<file path="src/rtl/boa_peri_gpio_imatrix_if.sv">
// rtl/boa_peri_gpio_imatrix_if.sv - boa_mem_bus peripheral bus interface
interface boa_mem_bus;
  logic [29:0] addr;
  logic [3:0]  we;
  logic [31:0] wdata;
  logic [31:0] rdata;
  logic        ready;

  modport MEM (input addr, input we, input wdata, output rdata, output ready);
  modport CPU (output addr, output we, output wdata, input rdata, input ready);
endinterface

</file>
<file path="src/rtl/boa_peri_gpio_imatrix.sv">
// rtl/boa_peri_gpio_imatrix.sv - GPIO input matrix: sync, glitch filter, routing, edge irq
module boa_peri_gpio_imatrix #(
  parameter logic [31:0] addr    = 32'h8000_0200,
  parameter int          pins    = 32,
  parameter int          num_ext = 8
) (
  input  logic               clk,
  input  logic               rst,
  boa_mem_bus.MEM            bus,
  input  logic [pins-1:0]    pin_in,
  output logic [num_ext-1:0] ext_in,
  output logic               irq
);

  logic [pins-1:0] s1, s2, filt, filt_nxt;
  logic [7:0]      cnt     [pins];
  logic [7:0]      cnt_nxt [pins];
  logic [7:0]      filt_len;
  logic [pins-1:0] rise_en, fall_en, status, set_v, clr_v;
  logic [15:0]     cfg_sel [num_ext];
  logic            cfg_inv [num_ext];
  logic            cfg_en  [num_ext];
  logic [31:0]     rdata_q, rd_val;
  logic [7:0]      offs;
  logic            hit, wr_full, v;

  assign hit        = bus.addr[29:6] == addr[31:8];
  assign offs       = {bus.addr[5:0], 2'b00};
  assign wr_full    = hit && (bus.we == 4'hF);
  assign bus.ready  = 1'b1;
  assign bus.rdata  = rdata_q;
  assign irq        = |status;

  // A level must disagree with filt for filt_len+1 consecutive samples.
  always_comb begin
    for (int i = 0; i < pins; i++) begin
      filt_nxt[i] = filt[i];
      cnt_nxt[i]  = 8'd0;
      if (s2[i] != filt[i]) begin
        if (cnt[i] == filt_len) filt_nxt[i] = s2[i];
        else                    cnt_nxt[i]  = cnt[i] + 8'd1;
      end
    end
  end

  assign set_v = (filt_nxt & ~filt & rise_en) | (~filt_nxt & filt & fall_en);
  assign clr_v = (wr_full && offs == 8'h0C) ? bus.wdata[pins-1:0] : '0;

  always_comb begin
    rd_val = '0;
    case (offs)
      8'h00: rd_val[pins-1:0] = filt;
      8'h04: rd_val[pins-1:0] = rise_en;
      8'h08: rd_val[pins-1:0] = fall_en;
      8'h0C: rd_val[pins-1:0] = status;
      8'h10: rd_val[7:0]      = filt_len;
      default: begin
        for (int n = 0; n < num_ext; n++)
          if (offs == 8'(128 + 4 * n))
            rd_val = {14'd0, cfg_en[n], cfg_inv[n], cfg_sel[n]};
      end
    endcase
  end

  // Out-of-range selects match no pin and therefore route 0.
  always_comb begin
    ext_in = '0;
    v      = 1'b0;
    for (int n = 0; n < num_ext; n++) begin
      v = 1'b0;
      for (int p = 0; p < pins; p++)
        if (cfg_sel[n] == 16'(p)) v = filt[p];
      ext_in[n] = cfg_en[n] & (v ^ cfg_inv[n]);
    end
  end

  always_ff @(posedge clk) begin
    if (rst) begin
      s1       <= '0;
      s2       <= '0;
      filt     <= '0;
      filt_len <= '0;
      rise_en  <= '0;
      fall_en  <= '0;
      status   <= '0;
      rdata_q  <= '0;
      for (int i = 0; i < pins; i++) cnt[i] <= 8'd0;
      for (int n = 0; n < num_ext; n++) begin
        cfg_sel[n] <= 16'd0;
        cfg_inv[n] <= 1'b0;
        cfg_en[n]  <= 1'b0;
      end
    end else begin
      s1     <= pin_in;
      s2     <= s1;
      filt   <= filt_nxt;
      for (int i = 0; i < pins; i++) cnt[i] <= cnt_nxt[i];
      status <= (status & ~clr_v) | set_v;
      if (hit) rdata_q <= rd_val;
      if (wr_full) begin
        case (offs)
          8'h04: rise_en  <= bus.wdata[pins-1:0];
          8'h08: fall_en  <= bus.wdata[pins-1:0];
          8'h10: filt_len <= bus.wdata[7:0];
          default: begin
            for (int n = 0; n < num_ext; n++)
              if (offs == 8'(128 + 4 * n)) begin
                cfg_sel[n] <= bus.wdata[15:0];
                cfg_inv[n] <= bus.wdata[16];
                cfg_en[n]  <= bus.wdata[17];
              end
          end
        endcase
      end
    end
  end

endmodule

</file>
<file path="src/flat_wrapper.sv">
// flat-port wrapper written by rule: the top's interface ports become plain ports
module boa_peri_gpio_imatrix_flat 
#(
  parameter logic [31:0] addr    = 32'h8000_0200,
  parameter int          pins    = 32,
  parameter int          num_ext = 8
)
  (clk, rst, pin_in, ext_in, irq, bus_addr, bus_we, bus_wdata, bus_rdata, bus_ready);
  boa_mem_bus bus_i ();
  input  logic clk;
  input  logic rst;
  input  logic [pins-1:0] pin_in;
  output logic [num_ext-1:0] ext_in;
  output logic irq;
  input wire logic [$bits(bus_i.addr)-1:0] bus_addr;
  input wire logic [$bits(bus_i.we)-1:0] bus_we;
  input wire logic [$bits(bus_i.wdata)-1:0] bus_wdata;
  output wire logic [$bits(bus_i.rdata)-1:0] bus_rdata;
  output wire logic [$bits(bus_i.ready)-1:0] bus_ready;
  assign bus_i.addr = bus_addr;
  assign bus_i.we = bus_we;
  assign bus_i.wdata = bus_wdata;
  assign bus_rdata = bus_i.rdata;
  assign bus_ready = bus_i.ready;
  boa_peri_gpio_imatrix #(.addr(addr), .pins(pins), .num_ext(num_ext)) u_core (.clk(clk), .rst(rst), .bus(bus_i), .pin_in(pin_in), .ext_in(ext_in), .irq(irq));
endmodule
</file>
<file path="config.mk">
export PLATFORM = sky130hd
export DESIGN_NAME = boa_peri_gpio_imatrix_flat
export DESIGN_NICKNAME = d
export VERILOG_FILES = /design/src/rtl/boa_peri_gpio_imatrix_if.sv /design/src/rtl/boa_peri_gpio_imatrix.sv /design/src/flat_wrapper.sv
export SDC_FILE = /design/constraint.sdc
export NUM_CORES = 2
export LEC_CHECK = 0
export CORE_MARGIN = 4
export CORE_UTILIZATION = 61
export DETAILED_ROUTE_END_ITERATION = 7
export GPL_ROUTABILITY_DRIVEN = 0
export GPL_TIMING_DRIVEN = 0
export PLACE_DENSITY = 0.8
export SLEW_MARGIN = 20
export SYNTH_ARGS = -nofsm -noshare
export SYNTH_HDL_FRONTEND = slang
export SYNTH_SLANG_ARGS = --single-unit
export TNS_END_PERCENT = 1
</file>
<file path="constraint.sdc">
create_clock -name clk -period 2.8 [get_ports clk]
set_input_delay 0.28 -clock clk [delete_from_list [all_inputs] [get_ports clk]]
set_output_delay 0.28 -clock clk [all_outputs]
set_load 0.01 [all_outputs]
</file>
After elaboration in Yosys (flattened, before gate mapping)
Memory sizes are Yosys's and may differ from the RTL's.
Index checks and enable logic that the tools add are counted.

operators by class
  add/sub/neg operators = 32
  equality and inequality tests = 326
  muxes and demuxes = 494
  bitwise operators = 82
  reductions and logical operators = 16

operators by type and width
  operator                                         count
  == test 16 x 5 -> 1 bit (second input constant)  128
  == test 16 x 4 -> 1 bit (second input constant)  64
  two-way mux 8 bit                                96
  == test 16 x 3 -> 1 bit (second input constant)  32
  two-way mux 1 bit                                379
  adder 8 x 1 -> 8 bit (second input constant)     32
  == test 16 x 2 -> 1 bit (second input constant)  16
  == test 8 bit                                    32
  AND 32 bit                                       5
  == test 16 x 1 -> 1 bit (second input constant)  8
  logical NOT 16 bit                               8
  two-way mux 16 bit                               8
  two-way mux 18 bit                               7
  case mux 24 bit (5 select lines)                 1
  inverter 32 bit                                  3
  two-way mux 32 bit                               2
  bitwise OR 32 bit                                2
  bitwise OR 1 bit                                 56
  == test 6 bit (second input constant)            8
  case mux 8 bit (5 select lines)                  1
  inequality test 1 bit                            32
  OR reduction 32 bit                              1
  == test 24 bit (second input constant)           1
  == test 6 x 2 -> 1 bit (second input constant)   2
  other kinds (9)                                  26

storage, ports and cells
  register bits after elaboration = 232
  RAM bits = 400
  bits of input ports = 100
  output and inout bits = 42
  logic and storage cells = 962
  memories kept = 4

memory list
  memory          depth  width  rd ports  clocked after memory_dff  write ports  RTL line                     source
  u_core.cnt      32     8      32        0                         32           boa_peri_gpio_imatrix.sv:16  logic [7:0] cnt [pins];
  u_core.cfg_sel  8      16     8         0                         8            boa_peri_gpio_imatrix.sv:20  logic [15:0] cfg_sel [num_ext];
  u_core.cfg_en   8      1      8         0                         8            boa_peri_gpio_imatrix.sv:22  logic cfg_en [num_ext];
  u_core.cfg_inv  8      1      8         0                         8            boa_peri_gpio_imatrix.sv:21  logic cfg_inv [num_ext];

Logic depth before layout (Yosys ltp)
An unclocked memory read counts as a cell.

  word-level depth = 36
  depth in mapped cells = 11
  gate-level depth less buffers = 8

Worst setup path after synthesis
No wires, ideal clock.

  kind = input -> register
  start = input bus_addr[6]
  end = memory u_core.cfg_en[7][0] (netlist: u_core.cfg_en[0][7]), enable pin
  library setup time = 0.397 ns
  arrival = 2.076 ns
  slack = 0.328 ns
  cell stages on the path = 4
  buffers on the path = 0
  cell sequence = nor4b_1 nand4_1 or3_4 o21bai_1

RTL lines
  item         RTL line                     source
  from (decl)  flat_wrapper.sv:15           input wire logic [$bits(bus_i.addr)-1:0] bus_addr;
  to (decl)    boa_peri_gpio_imatrix.sv:22

Final worst setup path
  start = register u_core.filt[24]
  end = output ext_in[4]

on the way
  word-level cells in the longest chain between the ends = 10

RTL lines
  item                             RTL line                     source
  from (decl)                      boa_peri_gpio_imatrix.sv:15  logic [pins-1:0] s1, s2, filt, filt_nxt;
  from (signal assigned)           boa_peri_gpio_imatrix.sv:96  filt <= filt_nxt;
  two-way mux 1 bit (8 in series)  boa_peri_gpio_imatrix.sv:72  if (cfg_sel[n] == 16'(p)) v = filt[p];
  XOR 1 bit                        boa_peri_gpio_imatrix.sv:73  ext_in[n] = cfg_en[n] & (v ^ cfg_inv[n]);
  AND 1 bit                        boa_peri_gpio_imatrix.sv:73
  to (decl)                        flat_wrapper.sv:13           output logic [num_ext-1:0] ext_in;

Every way passes these cells.

==> summary.md <==
For the wire length of the first global-routing pass, the log shows 164 mm. Average wire per cell in the routed design: 25.5 um. The path class of the lowest-slack min-delay path is input pin to register. The run gives 0.615 as the starting density of the core. Setup repair after global routing could not meet its margin everywhere. The tools report the worst vdd rail ir drop as 511 uV. Entering global routing, the biggest net connects 19 pins. The sum of internal, switching and leakage power was 20.5 mW. The count of nets after finishing is 3817. The relative contribution of combinational cells to total power came out at 0.070. 142 I/O pins were placed. The final number of hold-violating endpoints was 0. The checks that failed: DRC, setup timing. The startpoint type of the worst setup path is a register.

The area share of the largest cell type after synthesis came out at 0.303. The core area is 52400 um2. Walking the worst path, the cells encountered are mux2i_1 > or2_0 > a32oi_2 > o21ai_1 > o311a_1 > o41ai_2 > o221a_2 > mux2i_1 > buf_2.

Summed over all layers, the global routing overflow is 0. The sequential share of power was 0.473. The number of antenna violations at the first check in global routing was 3. The post-synthesis adder-cell area fraction works out to 0.0124. The register bit total from synthesis was 632. Ranked by total cell area, the synthesized netlist is headed by dfxtp_1 30%, edfxtp_1 13%, xnor2_1 9.0%.

In this run the mean area of a mapped cell was 9.31 um2. The synthesized netlist net count was 3597. The post-synthesis mux area share works out to 0.0858. For this design the total switching power over the nets is 4.91 mW.

For the final antenna diode count, the log shows 0. The startpoint identified for the worst hold timing path is pin_in[1]. For this run, the detailed router's first-pass iteration total came to 8. The number of enable flip-flop cells after synthesis is 144.

The library cells used most frequently in the layout, excluding fill and tap cells, are 520 x nor2_1, 473 x dfxtp_1, 333 x xnor2_1, 260 x nand2_1, 184 x nand3_1. Measured along the x axis, the die boundary spans 238 um. Most used cell along the critical path: mux2i_1.

In this run the worst setup path begins at u_core.filt[24]$_SDFF_PP0_. Die area: 56600 um2. The synthesis-to-layout area growth is 16.0%. Share of total power in the clock network: 0.458.

The logs give 2.52 ns for the data required time of the worst path and 3.22 ns for the data arrival time at the worst-slack endpoint. The instance area after placement was 34500 um2. The tools report the worst setup slack after layout as -0.702 ns. For the finished layout, the period the worst path requires is 3.50 ns.

By area, the combinational part of the netlist is dominated by simple AND/OR/NAND/NOR gates. After detailed routing, the total wire length is 113 mm. Clock-pin transition on the worst setup and hold timing paths: 0.06 ns. The max-slew violation total from the final report is 0.

dfxtp_1 takes more of the synthesized area than any other cell. The maximum fanout encountered on the critical timing path is 4. The count of buffers added on input and output ports is 137. The later pin in the worst-skew pair is clocked with a latency of 0.63 ns.

In this run the core area contains 84 standard-cell rows. Launch point of the worst reg-to-reg path: u_core.filt_len[7]$_SDFFE_PP0P_. Setup violations remaining at the end of the flow were counted as 22. Measured along the y axis, the die boundary spans 238 um. The number of distinct library cells after synthesis was 86; the CTS H-tree depth was 3.

The run gives 3465 as the synthesized instance count. The flow ran to the end, but the final reports show violations. The layout cell share with drive strength beyond 1 came out at 0.117. After routing the design area is 37400 um2. The remaining max-slew budget at the tightest pin came out at 0.187. Fraction of registers with async set/reset: 0.

The analysis attributes to cell leakage a power of 13.0 nW. The class of the most critical setup path was register to output port. The detailed placer's ending HPWL was 79.4 mm; the fraction of the cycle the final worst path needs was 1.25. The tools report the library cell used as clock root buffer as clkbuf_16. The power density relative to cell area is 548 nW/um2. Between clock sinks in the finished design, the worst skew comes to 0.0365 ns.

Yosys printed 0 warnings. The sequential element share of the synthesized area is 0.437, and the compound-cell area share of the yosys netlist is 0.0793. TritonCTS built the clock tree.

STA classifies the critical path endpoint as an output port. Using the TritonRoute via totals, the vias-per-cell ratio works out to 6.54. Among all flip-flop cells after synthesis, the most frequent one is dfxtp_1. The tools report the internal power as 15.6 mW. The final-layout worst hold slack was 0.204 ns. The xor and xnor fraction of the mapped netlist area came out at 0.132. The synthesized netlist occupies a cell area of 32200 um2.

Critical path's slowest cell: dfxtp_1. The slew of the pin with the lowest slew margin came out at 1.22 ns. For the final sum of negative setup slack, the log shows -4.82 ns. Across the run, the number of max-cap violations was 0. The number of design-rule violations left by the first detailed-router iteration is 5316, and the number of routed nets with antenna violations is 0.

For the number of DRC violations after detailed routing, the log shows 2. Delay contributed by the slowest stage of the critical path: 0.56 ns. Worst-case register-to-register setup slack: 0.03 ns.

Counting the buffers created by CTS gives 67. The number of buffers on the longest clock path came out at 3. The tools report the via count of the first global-routing pass as 26800. The net switching fraction of the power came out at 0.239. Summing over every cut layer, the via total after detailed routing is 29000. Final core utilization: 0.713.

Leaving out fill and tap cells, the most frequent cell in the layout is nor2_1. The share of synthesized cell area in and, or, nand and nor gates is 0.214. The highest attainable clock frequency is 0.286 GHz, and the CTS sink count is 632. The run gives 0.384 as the global routing usage summed across all routing layers.
==> layout make-up <==
class	count	area (um2)
buffer	229	1210
clock buffer	100	2040
clock inverter	23	284
sequential	632	14100
tap	688	861
inverter	69	267
timing repair buffer	160	1550
multi-input combinational	2526	17100
fill	3858	15000
==> flip-flops by register name (all words and copies together), names as in the netlist <==
name and cells:
u_core.cnt 256, u_core.bus.rdata 32, u_core.fall_en 32, u_core.filt 32, u_core.rise_en 32, u_core.cfg_inv 8
u_core.filt_len 8, u_core.cfg_en 8, u_core.s2 32, u_core.status 32, u_core.cfg_sel 128, u_core.s1 32
==> timing repair <==
action / in CTS / in global routing
pin swaps: 24 / 10
buffers inserted: 19 / 3
hold buffers: 0 / 0
gates resized for setup: 172 / 31
endpoints found under the setup margin: 265 / 115
==> metrics by stage <==
| step | worst slack [ns] | cells |
|---|---|---|
| after global placement | -1.29 | 4290 |
| after global routing | -0.821 | 4427 |
| after CTS | -0.659 | 4424 |
| final | -0.702 | 4427 |
| after floorplan | 0.328 | 3465 |
| after detailed placement | -1.39 | 4291 |
==> cell usage after synthesis, types with 14 or more instances <==
cell type    n
buf_2       70
o21ai_1     15
nand3_1    186
a221oi_1    14
o21ai_0     51
o221ai_1    19
nand2b_1    45
nor3_1      29
nor4_1      43
mux4_2      72
nand2_1    260
ha_1        32
nand3b_1    39
and3_1      70
a211oi_1    25
a22oi_1     26
edfxtp_1   144
nor2b_1     84
xor2_1     152
mux2i_1     81
nand4_1     75
a21oi_1    151
clkbuf_1   153
mux2_2      25
or3_1       33
inv_1       69
xnor2_1    333
dfxtp_1    488
nor2_1     522
==> logic make-up after synthesis <==
group	Yosys count
AND/OR/NAND/NOR	1433
flip-flops	632
XOR/XNOR	485
AO/OA/AOI/OAI	395
buffers and inverters	307
multiplexers	180
adder cells (fa/ha/maj)	32
other	1
==> path summary, 6_finish.rpt <==
check,endpoint,cells after the start
setup / recovery,ext_in[4],9
hold / removal,u_core.s1[1]$_SDFF_PP0_,2
setup reg to reg,u_core.cnt[0][110]$_SDFF_PP0_,8
hold reg to reg,u_core.s2[1]$_SDFF_PP0_,1
==> metal layers <==
metal  routed length [um]  GRT usage
met1                39900      0.490
met2                45600      0.548
met3                18600      0.156
met4                 8730      0.225
met5                  118     0.0109
==> critical path, delay by kind of cell (launching register included) <==
kind                   cells  cell delay [ns]
buffers and inverters      1             0.15
AOI/OAI and AO/OA          5             1.32
muxes                      2             0.33
DFF                        1             0.56
and+or+nand+nor            1             0.23
==> power groups by stage <==
stage | Sequential, mW | Clock [mW] | Combinational, mW
2_1_floorplan | 9.78 | 0 | 0.744
3_3_place_gp | 9.85 | 0 | 1.28
3_5_place_dp | 9.85 | 0 | 1.29
4_1_cts | 9.68 | 9.38 | 1.33
5_1_grt | 9.69 | 9.78 | 1.46
6_report | 9.69 | 9.39 | 1.43
No activity file was read; power rests on OpenSTA's default activity.
